### src/rtl/huffman_enc_param.sv
// huffman_enc_param: symbol histogram plus iterative two-minimum Huffman code builder.
// Optional macro HUFF_SAT_EN: histogram counts saturate instead of wrapping.
module huffman_enc_param #(
    parameter int NSYM   = 6,
    parameter int CW     = 8,
    parameter int CODE_W = 8
) (
    input  logic                   clk,
    input  logic                   reset,
    input  logic                   gray_valid,
    input  logic [7:0]             gray_data,
    output logic                   CNT_valid,
    output logic [NSYM*CW-1:0]     CNT,
    output logic                   code_valid,
    output logic [NSYM*CODE_W-1:0] HC,
    output logic [NSYM*CODE_W-1:0] M
);
    localparam int IW = $clog2(NSYM);
    localparam int WW = CW + 3;
    typedef enum logic [2:0] {IDLE, COUNT, INIT, FIND, MERGE, DONE} state_t;
    state_t            state;
    logic [CW-1:0]     cnt    [NSYM];
    logic [IW-1:0]     gid    [NSYM];
    logic [IW-1:0]     len    [NSYM];
    logic [CODE_W-1:0] hc     [NSYM];
    logic [WW-1:0]     wt     [NSYM];
    logic [IW-1:0]     len_nx [NSYM];
    logic [CODE_W-1:0] hc_nx  [NSYM];
    logic [NSYM-1:0]   act;
    logic [IW-1:0]     mcnt, min1, min2, f1, f2, rep, drop;
    logic              h1, h2;
    for (genvar g = 0; g < NSYM; g++) begin : g_cnt
        assign CNT[g*CW +: CW] = cnt[g];
    end
    // Ascending scan with <= lets the higher group id win weight ties.
    always_comb begin
        f1 = '0;
        f2 = '0;
        h1 = 1'b0;
        h2 = 1'b0;
        for (int j = 0; j < NSYM; j++) begin
            if (act[j]) begin
                if (!h1 || wt[j] <= wt[f1]) begin
                    f2 = f1;
                    h2 = h1;
                    f1 = IW'(j);
                    h1 = 1'b1;
                end else if (!h2 || wt[j] <= wt[f2]) begin
                    f2 = IW'(j);
                    h2 = 1'b1;
                end
            end
        end
    end
    always_comb begin
        rep  = (min1 < min2) ? min1 : min2;
        drop = (min1 < min2) ? min2 : min1;
        for (int i = 0; i < NSYM; i++) begin
            hc_nx[i]  = (gid[i] == min1) ? hc[i] | (CODE_W'(1) << len[i]) : hc[i];
            len_nx[i] = (gid[i] == min1 || gid[i] == min2) ? len[i] + 1'b1 : len[i];
        end
    end
    always_ff @(posedge clk or negedge reset) begin
        if (!reset) begin
            state      <= IDLE;
            CNT_valid  <= 1'b0;
            code_valid <= 1'b0;
            HC         <= '0;
            M          <= '0;
            act        <= '0;
            mcnt       <= '0;
            min1       <= '0;
            min2       <= '0;
            for (int i = 0; i < NSYM; i++) begin
                cnt[i] <= '0;
                gid[i] <= '0;
                len[i] <= '0;
                hc[i]  <= '0;
                wt[i]  <= '0;
            end
        end else begin
            CNT_valid <= 1'b0;
            case (state)
                IDLE, DONE: begin
                    if (gray_valid) begin
                        for (int i = 0; i < NSYM; i++)
                            cnt[i] <= (gray_data == 8'(i + 1)) ? CW'(1) : '0;
                        code_valid <= 1'b0;
                        state      <= COUNT;
                    end
                end
                COUNT: begin
                    if (gray_valid) begin
                        for (int i = 0; i < NSYM; i++)
                            if (gray_data == 8'(i + 1))
`ifdef HUFF_SAT_EN
                                cnt[i] <= (&cnt[i]) ? cnt[i] : cnt[i] + 1'b1;
`else
                                cnt[i] <= cnt[i] + 1'b1;
`endif
                    end else begin
                        CNT_valid <= 1'b1;
                        state     <= INIT;
                    end
                end
                INIT: begin
                    for (int i = 0; i < NSYM; i++) begin
                        gid[i] <= IW'(i);
                        wt[i]  <= WW'(cnt[i]);
                        hc[i]  <= '0;
                        len[i] <= '0;
                    end
                    act   <= '1;
                    mcnt  <= IW'(NSYM - 1);
                    state <= FIND;
                end
                FIND: begin
                    min1  <= f1;
                    min2  <= f2;
                    state <= MERGE;
                end
                MERGE: begin
                    for (int i = 0; i < NSYM; i++) begin
                        hc[i]  <= hc_nx[i];
                        len[i] <= len_nx[i];
                        if (gid[i] == min1 || gid[i] == min2) gid[i] <= rep;
                    end
                    wt[rep]   <= wt[min1] + wt[min2];
                    act[drop] <= 1'b0;
                    mcnt      <= mcnt - 1'b1;
                    if (mcnt == IW'(1)) begin
                        code_valid <= 1'b1;
                        state      <= DONE;
                        for (int i = 0; i < NSYM; i++) begin
                            HC[i*CODE_W +: CODE_W] <= hc_nx[i];
                            M[i*CODE_W +: CODE_W]  <= ~({CODE_W{1'b1}} << len_nx[i]);
                        end
                    end else begin
                        state <= FIND;
                    end
                end
                default: state <= IDLE;
            endcase
        end
    end
endmodule

### config.mk
export PLATFORM = sky130hd
export DESIGN_NAME = huffman_enc_param
export DESIGN_NICKNAME = d
export VERILOG_FILES = /design/src/rtl/huffman_enc_param.sv
export SDC_FILE = /design/constraint.sdc
export NUM_CORES = 1
export LEC_CHECK = 0
export CORE_MARGIN = 1.5
export CORE_UTILIZATION = 55
export DETAILED_ROUTE_END_ITERATION = 16
export PLACE_DENSITY = 0.76
export SETUP_SLACK_MARGIN = 0.05
export SYNTH_ARGS = -nofsm -noshare
export SYNTH_HDL_FRONTEND = slang
export SYNTH_SLANG_ARGS = --single-unit
### constraint.sdc
create_clock -name clk -period 18.8 [get_ports clk]
set_input_delay 1.88 -clock clk [delete_from_list [all_inputs] [get_ports clk]]
set_output_delay 1.88 -clock clk [all_outputs]
set_load 0.02 [all_outputs]
After elaboration in Yosys (flattened, before gate mapping). Cells that the tools add are included. Widths: inputs -> output; s select.

Register bits: 314. Bits of input ports: 11. Output and inout port bits: 146. Word-level logic and storage cells: 329.

Add/subtract/negate cells: 14. Order comparisons: 24. Equal/unequal tests: 40. Shifts and indexed selects: 12. Multiplexer cells: 129. Bitwise operators: 25. Reduce and logical (&&, ||, !) cells: 46.

Operator list (count): $bmux 11 s3 (10); $mux 11 (21); $pmux 48 s2 (2); $pmux 66 s2 (1); $mux 3 (37); $le 11x11->1 (9); $mux 48 (2); $mux 8 (12); $pmux 18 s2 (2); $bwmux 66 (1); $add 8x1->8 const B (6); $not 8->8 (6); $or 8x8->8 (6); $shl 1x3->8 const A (6); $shl 8x3->8 const A (6); $ge 4x4->1 const B (11); $not 3->4 (11); $eq 3x3->1 (12); $mux 1 (35); $demux 11 s3 (1); $ne 2x2->1 const B (16); $eq 8x3->1 const B (3); $reduce_and 4->1 (6); $add 3x1->3 const B (6); other kinds (26) (62).

Depth between registers and ports, before layout.
Depth in word-level cells: 41. Mapped depth: 58. Mapped depth without buffers: 53.

Worst setup path after synthesis. Ideal clock, no wire load.

Path type: register to register. Start point: reg wt[64] (netlist bit). End point: reg min2[1]. Setup time: 0.126 ns. Arrival time: 10.185 ns. Required time: 18.674 ns. Slack: 8.489 ns. Cell stages (with the launch flop): 57. Buffers on the path: 5. Clock period less this slack: 10.311 ns. Cell sequence: dfrtp_1 > inv_1 > ha_1 > a21o_1 > a211o_1 > o31ai_4 > and2_1 > clkbuf_1 > buf_1 > nor2_1 > a21oi_1 > ha_1 > nand3_1 > nor4_1 > a211oi_1 > o31ai_4 > o41a_1 > o21ai_0 > [21 not listed] > and3_1 > nor2_1 > a221oi_4 > buf_6 > mux2i_1 > nand2_1 > o221ai_1 > ha_1 > nor2b_1 > o21ai_0 > nand2b_1 > a21oi_1 > o21ai_0 > a31oi_1 > o21ai_0 > nand4b_1 > a21oi_1 > a221o_1.

Longest elaborated chain between the ends: 40. Elaborated cells between the ends (all ways): 99. Classes of those cells: order compare (9); mux (65); bitwise (8); reduce/logical (17).

RTL lines: from (decl) (line 26) `logic [WW-1:0] wt [NSYM];`; from (signal, indexed assignment) (line 109) `wt[i] <= WW'(cnt[i]);`; from (signal, indexed assignment) (line 128) `wt[rep] <= wt[min1] + wt[min2];`; $le 11x11->1; $logic_or 1x1->1 (line 43) `if (!h1 || wt[j] <= wt[f1]) begin`; $mux 1 (line 43); $mux 1 (line 42) `if (act[j]) begin`; $not 3->4 (not written as such) (line 48) `end else if (!h2 || wt[j] <= wt[f2]) begin`; $bmux 11 s3 (line 48); $mux 11 (not written as such) (2 in series) (line 48); $le 11x11->1 (line 48); [22 not listed]; $not 3->4 (not written as such) (line 48); $bmux 11 s3 (line 48); $mux 11 (not written as such) (2 in series) (line 48); $le 11x11->1 (line 48); $logic_or 1x1->1 (line 48); $mux 3 (line 48); $mux 3 (line 43); $mux 3 (*) (line 42); to (signal assigned) (line 73) `min2 <= '0;`; to (signal assigned) (line 119) `min2 <= f2;`; to (decl) (line 30) `logic [IW-1:0] mcnt, min1, min2, f1, f2, rep, drop;`.

Mark *: on every way between the ends. The rest lies on a longest branch, timed or not. The select of a mux whose other input is x is not followed. A chain may end at the register's enable or synchronous reset.

Worst setup path after layout. Ends and elaborated chain as after synthesis.

==> results.py <==
metrics = {
    "run_status": {
        "status": "completed",
    },
    "synth": {
        "syn_area_mm2": 0.0196,
        "synth_ff_type": "dfrtp_1",
        "syn_avg_cell_area_um2": 8.89,
        "async_flop_share_pct": 100,
        "synth_cell_types": 75,
        "yosysMostFrequentCell": "dfrtp_1",
        "yosysSeqAreaShare_pct": 39.3,
        "ys_seq_elements": 308,
        "synthCells": 2207,
        "synth_edf_count": 0,
        "synth.top_cell.area_share_pct": 39.3,
        "ys_top_cells_by_area": "dfrtp_1 (39%), ha_1 (10%), a21oi_1 (6.3%)",
        "yosys_warnings": 0,
        "synth_area_leader_cell": "dfrtp_1",
        "synth_common_cells": "dfrtp_1 (308), nand2_1 (248), a21oi_1 (247), nor2_1 (246), o21ai_0 (224)",
    },
    "clock_tree": {
        "ctsHoldBuffers": 0,
        "root_buffer": "clkbuf_16",
        "cts_resized": 0,
        "clk_pin_slew_ps": 60,
        "numCtsBuffers": 35,
        "cts-htree-levels": 2,
        "cts.sinks": 308,
        "cts_max_path_buffers": 3,
        "cts_tree": "done",
        "clock_latency_ps": 540,
        "cts_setup_buffers": 0,
    },
    "setup_path": {
        "crit_required_ps": 19210,
        "critPathCaptureType": "flop",
        "startpoint_type": "flop",
        "worst-setup-path-type": "flop to flop",
        "r2r_slack_ps": 5870,
        "slowest_delay_ps": 710,
        "reg2regPathDepth": 53,
        "r2r_start": "wt[64]$_DFFE_PN0P_",
        "crit_path_frequent_cell": "o21ai_0",
        "worst_r2r_endpoint": "min2[1]$_DFFE_PN0N_",
        "crit_fanout": 34,
        "cpMaxStageDelayCell": "and2_1",
        "crit_arrival_ps": 13340,
    },
    "final_layout": {
        "nFillCells": 2959,
        "multi_input_area_mm2": 0.0112,
        "num-nets-final": 2472,
        "layout-drive-gt1-share_pct": 6.44,
        "seq_area_mm2": 0.00771,
        "areaGrowthSynthToFinish_pct": 15.0,
        "diodes": 0,
    },
    "routing": {
        "postRouteAntennaNets": 0,
        "drtIter0Drc": 1419,
        "dr.pass1.iters": 5,
        "drc": 0,
        "drt-met1-wl_mm": 25.6,
        "routed_wl_mm": 62.4,
        "route.top_layer_used": "met4",
        "wl_met2_mm": 29.1,
        "routed-wl-met3_mm": 4.76,
        "detail_route.wl_per_cell_um": 22.4,
        "detail_route.vias_per_cell": 6.28,
        "vias": 17500,
    },
    "die": {
        "initial_utilization_pct": 56.4,
        "die_h_um": 192,
        "io_pins": 157,
        "rows": 68,
        "coreArea_mm2": 0.0348,
        "dieArea_mm2": 0.0368,
        "die_x_um": 192,
    },
    "global_route": {
        "grt_pass1_vias": 17300,
        "grt_pass1_wl_mm": 97.3,
        "grt_use_total_pct": 34.5,
        "antenna_found_initial": 0,
        "grt_max_degree": 189,
        "overflow": 0,
    },
    "place": {
        "gp_congestion": 0.999,
        "hpwl_mm": 44.5,
        "io_buffer_count": 150,
    },
    "timing": {
        "hold_viol_final": 0,
        "maxSlewViolCount": 0,
        "rsz0062_at_grt": "no",
        "slew_headroom_pct": 31.2,
        "setup_violations": 0,
        "setup-tns-final_ps": 0,
        "fin_crit_sh_pct": 68.8,
        "max_freq_mhz": 77.4,
        "worst_slew_pin_slew_ps": 1030,
        "finClkSkew_ps": 18.3,
        "finalCriticalPeriod_ps": 12930,
    },
    "run": {
        "maxCapViolations": 0,
    },
    "worst_hold_path": {
        "hold_path.class": "flop to flop",
        "min_to": "M[28]$_DFFE_PN0P_",
        "whs_path_depth": 1,
        "hp-start": "M[28]$_DFFE_PN0P_",
    },
}
worst max path at each step:
stage | slack [ps] | endpoint | from
2_1_floorplan | 8490 | min2[1]$_DFFE_PN0N_ | wt[64]$_DFFE_PN0P_
3_3_place_gp | 6220 | min2[1]$_DFFE_PN0N_ | wt[64]$_DFFE_PN0P_
3_5_place_dp | 6100 | min2[1]$_DFFE_PN0N_ | wt[64]$_DFFE_PN0P_
4_1_cts | 6100 | min2[1]$_DFFE_PN0N_ | wt[64]$_DFFE_PN0P_
5_1_grt | 4940 | min2[1]$_DFFE_PN0N_ | wt[64]$_DFFE_PN0P_
6_report | 5870 | min2[1]$_DFFE_PN0N_ | wt[64]$_DFFE_PN0P_
registers in the layout, indices dropped and copies added, names as in the netlist:
signal	count
wt	66
CNT	48
HC	48
hc	48
M	42
gid	18
len	18
act	6
mcnt	3
min1	3
min2	3
state	3
CNT_valid	1
code_valid	1
stage by stage:
stage          setup WS [ps]  std cells  area (um^2)  hold slack [ps]  utilization [%]
2_1_floorplan           8490       2212        19600              448                -
3_3_place_gp            6220       2721        21400              461             61.6
3_5_place_dp            6100       2721        21400              467             61.6
4_1_cts                 6100       2783        22600              480             64.8
5_1_grt                 4940       2783        22600              494             64.8
6_report                5870       2783        22600              475             64.8
layout by cell type, fill, tap and decap left out, types with 18 or more instances in the layout:
cell type | synthesis | routed
mux4_2 | 22 | 22
buf_4 | 9 | 27
o21ai_0 | 224 | 224
nand2_1 | 248 | 248
mux2i_1 | 69 | 69
nand3_1 | 52 | 52
a31oi_1 | 31 | 31
nand4_1 | 27 | 27
xnor2_1 | 37 | 37
a211oi_1 | 24 | 24
dfrtp_1 | 308 | 308
a21o_1 | 24 | 24
clkdlybuf4s50_1 | 0 | 149
ha_1 | 157 | 157
inv_1 | 59 | 59
a21oi_1 | 247 | 247
xor2_1 | 52 | 52
mux2_2 | 18 | 18
nor2_1 | 246 | 243
clkbuf_16 | 0 | 36
per-layer routing:
metal	vias to the layer above	global-route usage, %
li1	8062	-
met1	8444	45.0
met2	799	56.4
met3	177	5.85
met4	0	15.2
met5	-	0
final cells by class:
type                            instances  area share [%]
Inverter                               59           0.981
Clock inverter                         11           0.438
Clock buffer                           51            4.55
Multi-Input combinational cell       1721            49.7
Sequential cell                       308            34.2
Tap cell                              455            2.52
Timing Repair Buffer                  178            7.66
critical path: cells and delay by family (launching register included):
| kind | cells | cell delay, ps |
|---|---|---|
| adders and majority gates | 5 | 1670 |
| buffers and inverters | 3 | 950 |
| DFF | 1 | 470 |
| muxes | 2 | 640 |
| and+or+nand+nor | 15 | 2890 |
| AOI/OAI and AO/OA | 28 | 6170 |
cell families (layout without fill, tap and decap cells):
group | after synthesis | count (layout) | share of synthesized area, %
compound gates | 659 | 659 | 19.8
xor+xnor | 89 | 89 | 3.97
fa+ha+maj | 160 | 160 | 10.2
buf+inv | 183 | 299 | 3.81
flops | 308 | 308 | 39.3
mux | 110 | 110 | 7.14
other cells | 1 | 6 | 0.0191
simple gates | 697 | 697 | 15.8
Power is not shown: default switching activity piles up to over one toggle a cycle in this logic, so the estimate is an artifact.
